[config.mk]
export PLATFORM = sky130hd
export DESIGN_NAME = latch_wr_arbiter
export DESIGN_NICKNAME = d
export VERILOG_FILES = /design/src/rtl/latch_ctrl_pkg.sv /design/src/rtl/latch_wr_arbiter_rr_arbiter.sv /design/src/rtl/latch_wr_arbiter.sv
export SDC_FILE = /design/constraint.sdc
export NUM_CORES = 1
export LEC_CHECK = 0
export CAP_MARGIN = 20
export CORE_UTILIZATION = 30
export CTS_BUF_LIST = sky130_fd_sc_hd__clkbuf_16
export CTS_CLUSTER_SIZE = 40
export DETAILED_ROUTE_END_ITERATION = 16
export PLACE_DENSITY_LB_ADDON = 0.12
export SETUP_SLACK_MARGIN = 0.2
export SYNTH_ARGS = -nofsm -noshare
export SYNTH_HDL_FRONTEND = slang
export SYNTH_SLANG_ARGS = --single-unit
[constraint.sdc]
create_clock -name clk -period 8 [get_ports clk]
set_input_delay 0.8 -clock clk [delete_from_list [all_inputs] [get_ports clk]]
set_output_delay 0.8 -clock clk [all_outputs]
set_load 0.03 [all_outputs]
[src/rtl/latch_ctrl_pkg.sv]
// Shared encodings for the latch write controller: FSM state codes and counter width.
package latch_ctrl_pkg;

  localparam logic [1:0] ST_IDLE  = 2'd0;
  localparam logic [1:0] ST_SETUP = 2'd1;
  localparam logic [1:0] ST_OPEN  = 2'd2;
  localparam logic [1:0] ST_HOLD  = 2'd3;

  localparam int CNT_W = 4;

  typedef enum logic [1:0] {
    S_IDLE  = ST_IDLE,
    S_SETUP = ST_SETUP,
    S_OPEN  = ST_OPEN,
    S_HOLD  = ST_HOLD
  } state_t;

endpackage

[src/rtl/latch_wr_arbiter_rr_arbiter.sv]
// Round-robin picker: rotate requests by the pointer, take the lowest set bit, rotate back.
module rr_arbiter #(
  parameter int N_REQ = 4
) (
  input  logic                     clk,
  input  logic                     rst_n,
  input  logic [N_REQ-1:0]         req,
  input  logic                     grant_en,
  output logic [$clog2(N_REQ)-1:0] gnt_id,
  output logic                     gnt_valid
);

  localparam int IDW = $clog2(N_REQ);

  logic [IDW-1:0]     ptr;
  logic [2*N_REQ-1:0] req_dbl;
  logic [N_REQ-1:0]   req_rot;
  logic [IDW-1:0]     off;
  logic [IDW:0]       sum;

  assign req_dbl = {req, req};
  assign req_rot = req_dbl[ptr +: N_REQ];

  always_comb begin
    gnt_valid = 1'b0;
    off       = '0;
    for (int i = N_REQ - 1; i >= 0; i--) begin
      if (req_rot[i]) begin
        off       = IDW'(i);
        gnt_valid = 1'b1;
      end
    end
    sum = {1'b0, ptr} + {1'b0, off};
    if (sum >= (IDW+1)'(N_REQ)) sum = sum - (IDW+1)'(N_REQ);
    gnt_id = sum[IDW-1:0];
  end

  always_ff @(posedge clk or negedge rst_n) begin
    if (!rst_n) begin
      ptr <= '0;
    end else if (grant_en && gnt_valid) begin
      ptr <= (gnt_id == IDW'(N_REQ - 1)) ? '0 : gnt_id + 1'b1;
    end
  end

endmodule

[src/rtl/latch_wr_arbiter.sv]
// Shares one level-sensitive latch bank among N_REQ writers: grant, setup, enable pulse, hold, ack.
module latch_wr_arbiter
  import latch_ctrl_pkg::*;
#(
  parameter int N_REQ     = 4,
  parameter int DW        = 8,
  parameter int EN_CYCLES = 2
) (
  input  logic                     clk,
  input  logic                     rst_n,
  input  logic [N_REQ-1:0]         req,
  input  logic [N_REQ*DW-1:0]      wdata,
  output logic [N_REQ-1:0]         ack,
  output logic                     lat_en,
  output logic [DW-1:0]            lat_d,
  output logic [$clog2(N_REQ)-1:0] grant_id,
  output logic                     busy
);

  localparam int GW = $clog2(N_REQ);

  state_t           state;
  logic [CNT_W-1:0] cnt;
  logic [GW-1:0]    gnt_id;
  logic             gnt_valid;
  logic             grant_en;

  // Requests are only considered while idle; the pointer advances only on an actual grant.
  assign grant_en = (state == S_IDLE);

  rr_arbiter #(.N_REQ(N_REQ)) u_arb (
    .clk      (clk),
    .rst_n    (rst_n),
    .req      (req),
    .grant_en (grant_en),
    .gnt_id   (gnt_id),
    .gnt_valid(gnt_valid)
  );

  always_ff @(posedge clk or negedge rst_n) begin
    if (!rst_n) begin
      state    <= S_IDLE;
      lat_en   <= 1'b0;
      lat_d    <= '0;
      ack      <= '0;
      busy     <= 1'b0;
      grant_id <= '0;
      cnt      <= '0;
    end else begin
      case (state)
        S_IDLE: begin
          ack    <= '0;
          lat_en <= 1'b0;
          if (gnt_valid) begin
            lat_d    <= wdata[gnt_id*DW +: DW];
            grant_id <= gnt_id;
            busy     <= 1'b1;
            state    <= S_SETUP;
          end
        end
        S_SETUP: begin
          cnt    <= CNT_W'(EN_CYCLES);
          lat_en <= 1'b1;
          state  <= S_OPEN;
        end
        S_OPEN: begin
          cnt <= cnt - 1'b1;
          // Last enable cycle: close the latch and raise ack for the hold cycle.
          if (cnt == CNT_W'(1)) begin
            lat_en        <= 1'b0;
            ack[grant_id] <= 1'b1;
            state         <= S_HOLD;
          end
        end
        S_HOLD: begin
          ack   <= '0;
          busy  <= 1'b0;
          state <= S_IDLE;
        end
        default: begin
          lat_en <= 1'b0;
          ack    <= '0;
          busy   <= 1'b0;
          state  <= S_IDLE;
        end
      endcase
    end
  end

endmodule

# Word-level counts from Yosys, hierarchy flattened

Index checks and enable logic that the tools add are counted.

Output and inout port bits: 16
Bits in registers: 24
Input port bits: 38
Logic and storage cells: 60

Shifts and indexed selects: 2
Add/sub/neg operators: 4
Eq/ne operators: 7
Order comparisons: 3
Reductions and logical operators: 13
Bitwise gates (word level): 1
Multiplexer cells: 22

Operator list:

| cell                                                              | count |
|---|---|
| indexed part select 32 x 6 -> 8 bit                               | 1 |
| two-way mux 2 bit                                                 | 8 |
| one-hot mux 4 bit (2 select lines)                                | 2 |
| AND reduction 2 bit                                               | 5 |
| one-hot mux 2 bit (4 select lines)                                | 1 |
| indexed part select 8 x 3 -> 4 bit                                | 1 |
| two-way mux 1 bit                                                 | 7 |
| == test 2 bit, second input constant                              | 3 |
| nonzero test 2 bit                                                | 3 |
| == test 4 x 1 -> 1 bit, second input constant                     | 1 |
| two-way mux 4 bit                                                 | 1 |
| inequality test 2 bit, second input constant                      | 2 |
| OR 4 bit                                                          | 1 |
| subtractor 4 x 1 -> 4 bit, second input constant                  | 1 |
| adder 2 x 2 -> 3 bit                                              | 1 |
| greater-or-equal comparator 3 bit, second input constant          | 1 |
| less-than comparator 2 x 3 -> 1 bit, second input constant        | 1 |
| one-hot mux 1 bit (3 select lines)                                | 1 |
| nonzero test 3 bit                                                | 1 |
| adder 2 x 1 -> 2 bit, second input constant                       | 1 |
| demux 1 bit (select 2 bit)                                        | 1 |
| == test 2 x 1 -> 1 bit, second input constant                     | 1 |
| greater-or-equal comparator 2 x 1 -> 1 bit, second input constant | 1 |
| logical AND 1 bit                                                 | 2 |
| 4 further kinds                                                   | 4 |

# Logic depth before layout (Yosys ltp)

Gate-level depths: netlist (run 1).

Depth after elaboration: 10
Gate-level depth with buffers: 14
Depth with buffers taken out: 11

# By module

From an unflattened synthesis (run 1), not the netlist that was laid out.

Cells, all modules: 153
Area, all modules: 1500.2 um^2

By module, submodules not included:

| module           | area each (um^2) | times used | cells an instance | sequential area each (um^2) |
|---|---|---|---|---|
| latch_wr_arbiter | 1212.4           | 1          | 116               | 550.5 |
| rr_arbiter       | 287.8            | 1          | 37                | 50.0 |

# Worst setup path before layout (run 1)

No wires, ideal clock.

Kind: input to register
Start: input port req[2]
End: register lat_d[0]
Library setup time: 0.087 ns
Cell stages on the path: 11
Arrival time: 3.091 ns
Required time: 7.913 ns
Slack: 4.822 ns
Buffers on the path: 3
Cells stage by stage: buf_2 -> a221o_1 -> nand2_1 -> o221ai_1 -> ha_1 -> clkbuf_1 -> clkbuf_1 -> mux2i_1 -> a2111oi_0 -> nand2_1 -> o211ai_1

Longest elaborated chain between the ends: 9
Elaborated cells between the ends (all ways): 15
Those cells by class: add/sub (2); order compare (1); shift (2); mux (9); reduce/logical (1)

Ends and longest elaborated chain:

| element                                                                               | line                              | text |
|---|---|---|
| from (decl)                                                                           | latch_wr_arbiter.sv:11            | `input logic [N_REQ-1:0] req,` |
| indexed part select 8 x 3 -> 4 bit *                                                  | latch_wr_arbiter_rr_arbiter.sv:22 | `assign req_rot = req_dbl[ptr +: N_REQ];` |
| two-way mux 2 bit (3 in a row)                                                        | latch_wr_arbiter_rr_arbiter.sv:28 | `if (req_rot[i]) begin` |
| two-way mux 2 bit *                                                                   | latch_wr_arbiter_rr_arbiter.sv:28 |  |
| adder 2 x 2 -> 3 bit *                                                                | latch_wr_arbiter_rr_arbiter.sv:33 | `sum = {1'b0, ptr} + {1'b0, off};` |
| greater-or-equal comparator 3 bit / subtractor 2 x 1 -> 2 bit (equally long branches) | latch_wr_arbiter_rr_arbiter.sv:34 | `if (sum >= (IDW+1)'(N_REQ)) sum = sum - (IDW+1)'(N_REQ);` |
| two-way mux 2 bit *                                                                   | latch_wr_arbiter_rr_arbiter.sv:34 |  |
| named net gnt_id[0]                                                                   | latch_wr_arbiter.sv:24            | `logic [GW-1:0] gnt_id;` |
| indexed part select 32 x 6 -> 8 bit *                                                 | latch_wr_arbiter.sv:55            | `lat_d <= wdata[gnt_id*DW +: DW];` |
| to (signal assigned)                                                                  | latch_wr_arbiter.sv:55            |  |
| to (decl)                                                                             | latch_wr_arbiter.sv:15            | `output logic [DW-1:0] lat_d,` |

The timed path passes the listed nets; every way through them passes the cells marked *.
A chain may end at the register's enable or synchronous reset.

# Worst setup path after layout (run 1)

Start: input port req[0]
End: register lat_d[5]

The elaborated chain is that of the path after synthesis.

==> out/metrics.cfg, run 1 <==
[outcome]
status=completed

[synth]
yosysWarnings=0
netlist_area_sq_mm=0.00186
yosys_register_bits=24
synth-main-ff-cell=dfrtp_1
yosysTopAreaCell=dfrtp_1
syn_avg_cell_area_sq_um=9.04
yosysSeqAreaShare_pct=32.3
yosysUniqueCellTypes=37
async_reset_ff_share_pct=100
yosysMostFrequentCell=nand2_1
yosysTopAreaCellShare_pct=32.3
synth_area_leaders=dfrtp_1, mux2i_1, nand2_1
syn_inst=206
synth_common_cells=nand2_1, dfrtp_1, nor2_1
synth-edff-count=0
syn_nets=252

[grt]
grt_pass1_wl_mm=7.69
grt_pass1_vias=1571
antenna_found_initial=0
grt_overflow=0
grt_max_degree=29
grt_usage_pct=15.2

[cells_and_area]
nets=299
drive_gt1_share_pct=7.14
fillers=606
n_antenna_cell=0
final_area_sq_mm=0.00254
syn_to_final_growth_pct=36.6
utilization_pct=42.7

[clock_tree]
clk-insertion-delay-late_ps=260
clockRootBuffer=clkbuf_16
cts_resized=0
cts_buffer_depth=2
cts_buffers=3
h-tree-depth=1
clkSinkCount=24
holdBufCountCts=0
post-cts-setup-buffers=0
clk_pin_slew_ps=70
cts_tree=done

[die]
core_sq_mm=0.00596
initial_core_util_pct=31.3
fp.dieArea_sq_mm=0.00652
rows=28
die_height_um=80.8
ios=54
dieWidth_um=80.8

[setup_path]
cp-start-kind=input port
critPathMaxStageDelay_ps=840
path_cells=clkdlybuf4s50_1 > nor2_1 > a221o_1 > nand2_1 > o221ai_1 > ha_1 > mux2_2 > nand2_1 > mux2i_1 > a211oi_1 > o211ai_1
worstPathArrival_ps=3840
critPathKind=in -> reg
cp-end-kind=flip-flop
cp.required_ps=8110
slowest_stage=ha_1
cp_max_fo=18
crit_path_frequent_cell=nand2_1

[sta]
min_period_ps=3740
fin_tns_setup_ps=0
fmax_mhz=268
setup_ws_ps=4260
setup_viol=0
finalMaxSlewViolations=0
slew_headroom_pct=36.4
whs_ps=502
fin_crit_sh_pct=46.7
max_slew.worst_pin.slew_ps=951
hold_violations=0
fin_skew_ps=3.20
rsz0062_at_grt=no

[placed_design]
placed_area_sq_mm=0.00244
dp_hpwl_mm=3.27
globalplace.congestion=0.724
dp_slack_ps=3990
io_buffer_count=53

[run]
max_cap_violations=0

[power]
ir_worst_vdd_mv=0.179
powerDensity_mw_per_mm2=424
p_leak_uw=0.000992

[route]
drt_pass1_iterations=4
ant_nets=0
wl_per_cell_um=14.0
viasPerCell=5.12
drt_iter0_markers=80
routed_wirelength_mm=4.58
drc=0
routed-via-count=1674

[min_path]
hold_class=reg -> reg

[report_power, final]
group	total (uW)	leakage (uW)	internal, uW	switching [uW]
Combinational	701	0.000642	318	383
Clock	147	0.0000511	99.6	47.7
Sequential	230	0.000299	175	55.6
[path summary, 6_finish.rpt]
kind / slack (ps) / depth (start not counted) / endpoint / start
worst max-delay path: 4260 / 11 / lat_d[5]$_DFFE_PN0P_ / req[0]
worst min-delay path: 500 / 2 / ack[2]$_DFFE_PN0P_ / ack[2]$_DFFE_PN0P_
worst max register to register: 4850 / 9 / lat_d[5]$_DFFE_PN0P_ / u_arb.ptr[1]$_DFFE_PN0P_
worst min register to register: 500 / 2 / ack[2]$_DFFE_PN0P_ / ack[2]$_DFFE_PN0P_
max in group asynchronous: 6840 / 2 / lat_d[3]$_DFFE_PN0P_ / rst_n
min in group asynchronous: 900 / 2 / state[0]$_DFFE_PN0P_ / rst_n
[state kept, by name, indices dropped and copies added (netlist names)]
name and flops:
u_arb.ptr 2, lat_en 1, cnt 4, grant_id 2
ack 4, lat_d 8, state 2, busy 1
[cell families after synthesis]
logic type / after synthesis / share of synthesized area [%]
compound gates: 52 / 21.1
xor+xnor: 3 / 2.89
fa+ha+maj: 8 / 5.38
buf+inv: 21 / 4.84
flops: 24 / 32.3
mux: 28 / 16.6
simple gates: 70 / 16.9
[cell usage in the layout, fill, tap and decap left out]
| cell | count |
|---|---|
| a2111oi_0 | 7 |
| a211o_1 | 1 |
| a211oi_1 | 7 |
| a21oi_1 | 4 |
| a221o_1 | 1 |
| a22oi_1 | 7 |
| a2bb2oi_1 | 1 |
| a31oi_1 | 3 |
| and2_1 | 1 |
| buf_4 | 1 |
| bufinv_16 | 1 |
| clkbuf_16 | 3 |
| clkdlybuf4s50_1 | 53 |
| dfrtp_1 | 24 |
| ha_1 | 8 |
| inv_1 | 9 |
| mux2_2 | 10 |
| mux2i_1 | 17 |
| mux4_1 | 1 |
| nand2_1 | 31 |
| nand2b_1 | 2 |
| nand3_1 | 4 |
| nand4b_1 | 1 |
| nor2_1 | 18 |
| nor2b_1 | 1 |
| nor3_1 | 9 |
| nor3_2 | 1 |
| nor3b_1 | 1 |
| nor4b_2 | 1 |
| o211ai_1 | 7 |
| o21a_1 | 1 |
| o21ai_0 | 6 |
| o221ai_1 | 2 |
| o22a_1 | 3 |
| o22ai_1 | 1 |
| o22ai_4 | 1 |
| xnor2_1 | 1 |
| xnor3_1 | 2 |
[critical path: cells and delay by family]
family                   cells  cell delay (ps)
AO/OA/AOI/OAI                4              840
adder cells (fa/ha/maj)      1              840
buffers and inverters        1              610
multiplexers                 2              520
AND/OR/NAND/NOR              3              220
[metrics by stage]
step	total power [uW]	std cells
3_3_place_gp	933	323
3_5_place_dp	936	323
6_report	1080	327
2_1_floorplan	759	206
5_1_grt	1170	327
4_1_cts	1090	327
[final cells by class]
cell class                 instances  area (sq um)  area share, %
multi-input combinational        161          1170           46.1
sequential                        24           601           23.6
timing repair buffer              54           538           21.2
tap                               75          93.8           3.69
clock buffer                       3          75.1           2.95
inverter                           9          33.8           1.33
clock inverter                     1          30.0           1.18
[layer usage]
metal / wire length (um) / global-route usage, % / up-vias
met2: 2070 / 24.1 / 46
li1: - / - / 855
met1: 2300 / 21.3 / 771
met5: 0 / 0 / -
met4: 26 / 2.68 / 0
met3: 192 / 3.37 / 2
(Power assumes the default switching activity.)
==> inputs of run 2 (changes only) <==
==> constraint.sdc (replaced) <==
create_clock -name clk -period 3.65 [get_ports clk]
set_input_delay 0.365 -clock clk [delete_from_list [all_inputs] [get_ports clk]]
set_output_delay 0.365 -clock clk [all_outputs]
set_load 0.03 [all_outputs]
==> run 2 against run 1 <==
Power up 120%. Register-to-register slack worse by 4000 ps. Sequential share of layout area down 0.28 points. Clock skew up 1.3 ps. Global-route usage down 0.068 points. Sequential power up 120%. Final area up 1.2%. Routed wire length down 1.0%. Largest power group unchanged.
==> out/metrics.cfg, run 2 (synthesis gave the netlist of run 1 again) <==
[outcome]
status=completed

[sta]
min_period_ps=2920
fmax_mhz=343
finalMaxSlewViolations=0
fin_tns_setup_ps=0
rsz0062_at_grt=no
whs_ps=465
fin_skew_ps=4.45
slew_headroom_pct=60.1
setup_viol=0
fin_crit_sh_pct=79.9
max_slew.worst_pin.slew_ps=596
hold_violations=0

[power]
p_leak_uw=0.00101
p_seq_share_pct=20.9
fin_total_pwr_uw=2390
powerDensity_mw_per_mm2=929
switching_share_pct=45.1
p_comb_share_pct=65.6
clkPwrFrac_pct=13.6
p_int_uw=1310
p_switching_uw=1080
ir_worst_vdd_mv=0.415

[grt]
grt_overflow=0
grt_pass1_wl_mm=7.62
antenna_found_initial=0
grt_max_degree=25
grt_usage_pct=15.1
grt_pass1_vias=1565

[placed_design]
dp_cells=327
dp_hpwl_mm=3.32
io_buffer_count=53
globalplace.congestion=0.740

[setup_path]
cp_max_fo=18
startpoint=req[0]
timing.rr.start=u_arb.ptr[0]$_DFFE_PN0P_
cp-end-kind=flip-flop
worstPathArrival_ps=3050
cp-start-kind=input port
cp.required_ps=3790
cp-endpoint=lat_d[2]$_DFFE_PN0P_
r2r_slack_ps=890
r2r-end=lat_d[2]$_DFFE_PN0P_
r2r_cells=11
critPathKind=in -> reg

[cells_and_area]
final_common_cell=clkdlybuf4s50_1
n_antenna_cell=0
largest_reg_flops=8
syn_to_final_growth_pct=38.2
nets=303
drive_gt1_share_pct=8.59
top_regs=lat_d: 8 flops, ack: 4 flops, cnt: 4 flops
final_cells=331
largest_register=lat_d
utilization_pct=43.2
layout_common_cells=clkdlybuf4s50_1, nand2_1, dfrtp_1

[route]
drt_iter0_markers=47
routed_wirelength_mm=4.54
routed-via-count=1704
wl_per_cell_um=13.7
viasPerCell=5.15
ant_nets=0
drt_pass1_iterations=4
drc=0

[die]
dieWidth_um=80.8
fp.dieArea_sq_mm=0.00652
ios=54
rows=28
initial_core_util_pct=31.3
die_height_um=80.8
core_sq_mm=0.00596

[clock_tree]
clk_pin_slew_ps=70
cts_buffers=3
holdBufCountCts=0
clk-insertion-delay-late_ps=260
cts_resized=0
cts_tree=done
clkSinkCount=24
cts_buffer_depth=2
h-tree-depth=1
post-cts-setup-buffers=0
clockRootBuffer=clkbuf_16

[run]
max_cap_violations=0

[min_path]
hold_class=in -> async

## run 2: final cells by class
| type | instances | area (sq um) |
|---|---|---|
| clock buffers | 3 | 75.1 |
| clock inverters | 1 | 30.0 |
| fillers | 626 | 3380 |
| inverters | 9 | 33.8 |
| multi-input cells | 161 | 1170 |
| flip-flops and latches | 24 | 601 |
| well taps | 75 | 93.8 |
| repair buffers | 58 | 568 |
## run 2: through the flow
step	setup slack, ps	instance area, sq um
2_1_floorplan	785	1860
3_3_place_gp	495	2470
3_5_place_dp	420	2470
4_1_cts	699	2570
5_1_grt	472	2570
6_report	735	2570
## run 2: worst min-delay path by stage
stage / endpoint / cells after the start / start
after global routing: lat_d[3]$_DFFE_PN0P_ / 2 / rst_n
after floorplan: ack[0]$_DFFE_PN0P_ / 0 / rst_n
after detailed placement: ack[2]$_DFFE_PN0P_ / 2 / ack[2]$_DFFE_PN0P_
final: u_arb.ptr[0]$_DFFE_PN0P_ / 2 / rst_n
after CTS: busy$_DFFE_PN0P_ / 2 / rst_n
after global placement: ack[0]$_DFFE_PN0P_ / 2 / ack[0]$_DFFE_PN0P_
## run 2: layer usage
metal	track usage (%)	vias up	share of wire [%]
li1	-	862	-
met1	21.0	792	50
met2	23.3	44	45
met3	3.37	6	4.5
met4	4.64	0	1.1
met5	0	-	0
## run 2: power groups by stage
stage	clock, uW	combinational, uW	sequential, uW
global route	342	1740	517
floorplan	0	1080	589
finish	324	1570	499
global placement	0	1560	508
detailed placement	0	1570	504
CTS	333	1580	499
## run 2: critical path, stage by stage
cell and delay [ps]:
clkdlybuf4s50_1 600, nor2_1 70, a221o_1 340, nand2_1 70, o221ai_1 120, ha_1 300
buf_4 280, mux2_2 420, nand2_1 80, mux2i_1 70, a211oi_1 230, o211ai_1 110
==> inputs of run 3 (changes only) <==
==> constraint.sdc (replaced) <==
create_clock -name clk -period 2.84 [get_ports clk]
set_input_delay 0.284 -clock clk [delete_from_list [all_inputs] [get_ports clk]]
set_output_delay 0.284 -clock clk [all_outputs]
set_load 0.03 [all_outputs]
==> run 3 against run 2 <==
Final area up 9.0%. Non-clock buffer count up 17. Register-to-register slack worse by 590 ps. Global-route usage up 0.92 points. Via count up 6.3%. Clock skew up 0.67 ps. Critical path depth unchanged. Worst hold slack worse by 69 ps. Largest power group unchanged.
==> out/metrics.cfg, run 3 (synthesis gave the netlist of run 1 again) <==
[sta]
fin_crit_sh_pct=89.6
whs_ps=396
slew_headroom_pct=75.0
finalMaxSlewViolations=0
min_period_ps=2540
rsz0062_at_grt=yes
hold_violations=0
fmax_mhz=393
max_slew.worst_pin.slew_ps=365
fin_tns_setup_ps=0
setup_viol=0
fin_skew_ps=5.12

[setup_path]
crit_path_frequent_cell=nand2_1
cp-endpoint=lat_d[3]$_DFFE_PN0P_
crit_family=compound AO/OA/AOI/OAI gates
r2r_slack_ps=300
worstPathArrival_ps=2670
startpoint=req[0]
cp_max_fo=13
path_cells=clkdlybuf4s50_1 > nor2_1 > a221o_1 > nand2_1 > o221ai_1 > ha_2 > buf_12 > mux2_2 > nand2_1 > mux2i_1 > a211oi_2 > o211ai_1
cp.buffers_inverters=2
timing.rr.start=u_arb.ptr[0]$_DFFE_PN0P_
cp.required_ps=2970
slowest_stage=clkdlybuf4s50_1
cp-end-kind=flip-flop
crit_cells=12
r2r_cells=11
cp-start-kind=input port
r2r-end=lat_d[3]$_DFFE_PN0P_
critPathKind=in -> reg
critPathMaxStageDelay_ps=490

[clock_tree]
clockRootBuffer=clkbuf_16
clk_pin_slew_ps=60
clk-insertion-delay-late_ps=260
cts_buffers=3
cts_buffer_depth=2
h-tree-depth=1
clkSinkCount=24
holdBufCountCts=0
cts_tree=done

[cells_and_area]
syn_to_final_growth_pct=50.6
drive_gt1_share_pct=19.8
regArea_sq_um=602
nets=320
fillers=618
layout_common_cells=clkdlybuf4s50_1, nand2_1, dfrtp_1
n_antenna_cell=0
largest_register=lat_d
multiInputGateArea_sq_mm=0.00127
final_common_cell=clkdlybuf4s50_1
top_regs=lat_d: 8 flops, ack: 4 flops, cnt: 4 flops
utilization_pct=47.1
largest_reg_flops=8

[route]
routed-via-count=1812
wl_per_cell_um=14.1
drc=0
viasPerCell=5.21
drt_iter0_markers=90
ant_nets=0
drt_pass1_iterations=6
routed_wirelength_mm=4.92

[power]
fin_total_pwr_uw=3450
p_leak_uw=0.00111
ir_worst_vdd_mv=0.556
powerDensity_mw_per_mm2=1230

[grt]
grt_pass1_vias=1731
grt_usage_pct=16.0
antenna_found_initial=0
grt_overflow=0
grt_max_degree=25
grt_pass1_wl_mm=8.09

[placed_design]
dp_hpwl_mm=3.62
globalplace.congestion=0.731
io_buffer_count=53

[min_path]
hold_class=in -> async

[die]
dieWidth_um=80.8
die_height_um=80.8
ios=54
fp.dieArea_sq_mm=0.00652
rows=28
core_sq_mm=0.00596
initial_core_util_pct=31.3

[outcome]
status=completed

[run]
max_cap_violations=0

## run 3: layer usage
layer	global-route usage (%)	part of all wire [%]	vias up
met2	25.0	46	47
met1	22.3	49	860
met4	6.79	2.1	0
met3	2.02	3.4	8
li1	-	-	897
met5	0	0	-
## run 3: power breakdown
part	switching, uW	internal (uW)
Sequential	122	494
Clock	129	189
Combinational	1280	1240
## run 3: area by class of cell
cell class | instances | area share, %
Inverter | 9 | 1.20
Clock inverter | 1 | 0.134
Timing Repair Buffer | 75 | 25.9
Sequential cell | 24 | 21.5
Tap cell | 75 | 3.35
Clock buffer | 3 | 2.68
Multi-Input combinational cell | 161 | 45.2
## run 3: worst min-delay path by stage
stage                       startpoint                 endpoint  slack, ps  depth (start not counted)
floorplan                        rst_n       ack[0]$_DFFE_PN0P_        -10                          0
global placement    ack[0]$_DFFE_PN0P_       ack[0]$_DFFE_PN0P_        480                          2
detailed placement  ack[0]$_DFFE_PN0P_       ack[0]$_DFFE_PN0P_        490                          2
CTS                              rst_n     state[0]$_DFFE_PN0P_        410                          2
global route                     rst_n  grant_id[0]$_DFFE_PN0P_        440                          2
finish                           rst_n       cnt[2]$_DFFE_PN0P_        400                          2
## run 3: through the flow
step / instance area (sq um) / setup WS [ps] / std cells
CTS: 2680 / 239 / 346
global placement: 2610 / -8.72 / 342
floorplan: 1870 / 327 / 206
finish: 2800 / 296 / 348
global route: 2800 / 144 / 348
detailed placement: 2610 / -41.7 / 342
## run 3: timing repair
item / CTS / global route
endpoints found under the setup margin: 0 / 8
resized for setup: 0 / 28
setup buffers: 0 / 2
==> RTL change: new RTL, flow settings as in run 3 <==
Change the parameter `DW` from 8 to 6.
--- a/src/rtl/latch_wr_arbiter.sv
+++ b/src/rtl/latch_wr_arbiter.sv
@@ -3,7 +3,7 @@
   import latch_ctrl_pkg::*;
 #(
   parameter int N_REQ     = 4,
-  parameter int DW        = 8,
+  parameter int DW        = 6,
   parameter int EN_CYCLES = 2
 ) (
   input  logic                     clk,
Interface: changed (resized lat_d and wdata); port bits go from 54 to 44. No check against the original RTL was run, so the function may have changed too.
==> RTL change against run 3 <==
Sequential cell count shrank 2. Area after synthesis is 19% lower. Setup slack improved by 0.19 ns. Fmax is 8.1% higher. Clock skew decreased by 0.0010 ns. Power shrank 25%. Routed wire length shrank 34%. Highest routed layer unchanged. Combinational power decreased by 36%. Final area down 24%. Critical endpoint is now lat_d[0]$_DFFE_PN0P_. Sequential power shrank 3%.
==> RTL change: results (changes against run 3) <==
[logic_synthesis]
ys_seq_area_frac = 0.367  ; was 0.323
yosys.cell_types.count = 40  ; was 37
synth.area.top_cells = dfrtp_1 37%, mux2i_1 8.7%, ha_1 6.7%  ; was dfrtp_1 32%, mux2i_1 9.1%, nand2_1 6.3%
synth_nets = 195  ; was 252
ys_top_cells_by_count = 22 x dfrtp_1, 18 x nor2_1, 13 x mux2i_1  ; was 31 x nand2_1, 24 x dfrtp_1, 18 x nor2_1
syn_inst = 157  ; was 206

[route]
first_pass_iters = 4  ; was 6
vias = 1259  ; was 1,812
first_iter_violations = 42  ; was 90
wl_met3_um = 125  ; was 166 µm
route.met2.wl_um = 1590  ; was 2240 µm
routed_wl_um = 3270  ; was 4920 µm
wl_met1_um = 1510  ; was 2410 µm
routed.top_layer = met4  ; unchanged

[placed_design]
dp_hpwl_um = 2560  ; was 3620 µm
placed_cells = 261  ; was 342
routabilityCongestion = 0.769  ; was 0.731
port_buffers = 43  ; was 53

[cells_and_area]
fillerInstances = 478  ; was 618
top_regs = lat_d: 6 flops, ack: 4 flops, cnt: 4 flops  ; was lat_d: 8 flops, ack: 4 flops, cnt: 4 flops
instances_no_fill = 265  ; was 348
drive_above_1_share = 0.121  ; was 0.198
num-nets-final = 237  ; was 320

[global_route]
use_met1 = 0.170  ; was 0.223
grt_pass1_wl_um = 5550  ; was 8090 µm
grt_use_met2 = 0.234  ; was 0.250
grt_pass1_vias = 1215  ; was 1,731
grt_usage = 0.136  ; was 0.160
use_met3 = 0.0235  ; was 0.0202
grt_max_degree = 24  ; was 25

[cts]
post-cts-setup-buffer-count = 0  ; unchanged
cts_buffer_depth = 2  ; unchanged

[critical_path]
cp_max_fo = 7  ; was 13
slowest_delay_ns = 0.54  ; was 0.49 ns
crit_family = simple AND/OR/NAND/NOR gates  ; was compound AO/OA/AOI/OAI gates
reg2regPathDepth = 9  ; was 11
cp.arrival_ns = 2.51  ; was 2.67 ns

[sta]
relSlewSlack = 0.670  ; was 0.750
clock_skew_ns = 0.00412  ; was 0.00512 ns

[pwr]
leakage_nw = 0.912  ; was 1.11 nW
peakVddDrop_mv = 0.625  ; was 0.556 mV
switchingPower_mw = 1.13  ; was 1.53 mW

[status]
status = completed  ; unchanged

-- RTL change: final timing paths --
path	endpoint	slack (ns)	start
worst min register to register	lat_d[3]$_DFFE_PN0P_	0.50	lat_d[3]$_DFFE_PN0P_
min in group clk	lat_d[3]$_DFFE_PN0P_	0.50	lat_d[3]$_DFFE_PN0P_
max in group asynchronous	u_arb.ptr[1]$_DFFE_PN0P_	2.23	rst_n
worst max register to register	lat_d[0]$_DFFE_PN0P_	0.52	u_arb.ptr[0]$_DFFE_PN0P_
worst min-delay path	ack[2]$_DFFE_PN0P_	0.38	rst_n
worst max-delay path	lat_d[0]$_DFFE_PN0P_	0.49	req[0]
-- RTL change: timing repair --
action                                  4_1_cts  5_1_grt
endpoints found under the setup margin        0        7
hold buffers                                  0        0
gates resized for setup                       0        7
-- RTL change: area by class of cell --
cell class / count / area share
Multi-Input combinational cell: 115 / 0.409
Sequential cell: 22 / 0.258
Timing Repair Buffer: 48 / 0.229
Tap cell: 67 / 0.0393
Clock buffer: 3 / 0.0352
Inverter: 9 / 0.0158
Clock inverter: 1 / 0.0141
-- RTL change: metrics by stage --
| stage | power (mW) | hold slack (ns) | util | setup WS [ns] | cell area, µm² |
|---|---|---|---|---|---|
| 6_report | 2.60 | 0.383 | 0.449 | 0.487 | 2130 |
| 5_1_grt | 2.80 | 0.404 | 0.449 | 0.224 | 2130 |
| 4_1_cts | 2.62 | 0.398 | 0.445 | 0.276 | 2110 |
| 3_5_place_dp | 2.22 | 0.488 | 0.423 | 0.0126 | 2010 |
| 3_3_place_gp | 2.17 | 0.485 | 0.423 | 0.121 | 2010 |
| 2_1_floorplan | 1.75 | -0.0116 | - | 0.398 | 1500 |
-- RTL change: logic make-up (layout without fill, tap and decap cells) --
kind of cell | Yosys count | in the layout | share of synthesized area
flip-flops | 22 | 22 | 0.367
AO/OA/AOI/OAI | 38 | 38 | 0.209
XOR/XNOR | 3 | 3 | 0.0175
buffers and inverters | 20 | 61 | 0.0659
adder cells (fa/ha/maj) | 8 | 8 | 0.0668
AND/OR/NAND/NOR | 50 | 50 | 0.162
multiplexers | 16 | 16 | 0.112
-- RTL change: worst reg2reg max path: cells and delay by family, from the launching register on --
family	cells	cell delay [ns]
AOI/OAI and AO/OA	3	0.51
and+or+nand+nor	3	0.75
buffers and inverters	1	0.11
xor gates and xnor gates	1	0.10
DFF	1	0.52
adders and majority gates	1	0.23
-- RTL change: power by group through the flow --
stage,logic (mW),registers [mW],clock network (mW)
2_1_floorplan,1.02,0.729,0
3_3_place_gp,1.57,0.601,0
3_5_place_dp,1.61,0.612,0
4_1_cts,1.61,0.608,0.404
5_1_grt,1.75,0.630,0.418
6_report,1.61,0.600,0.397
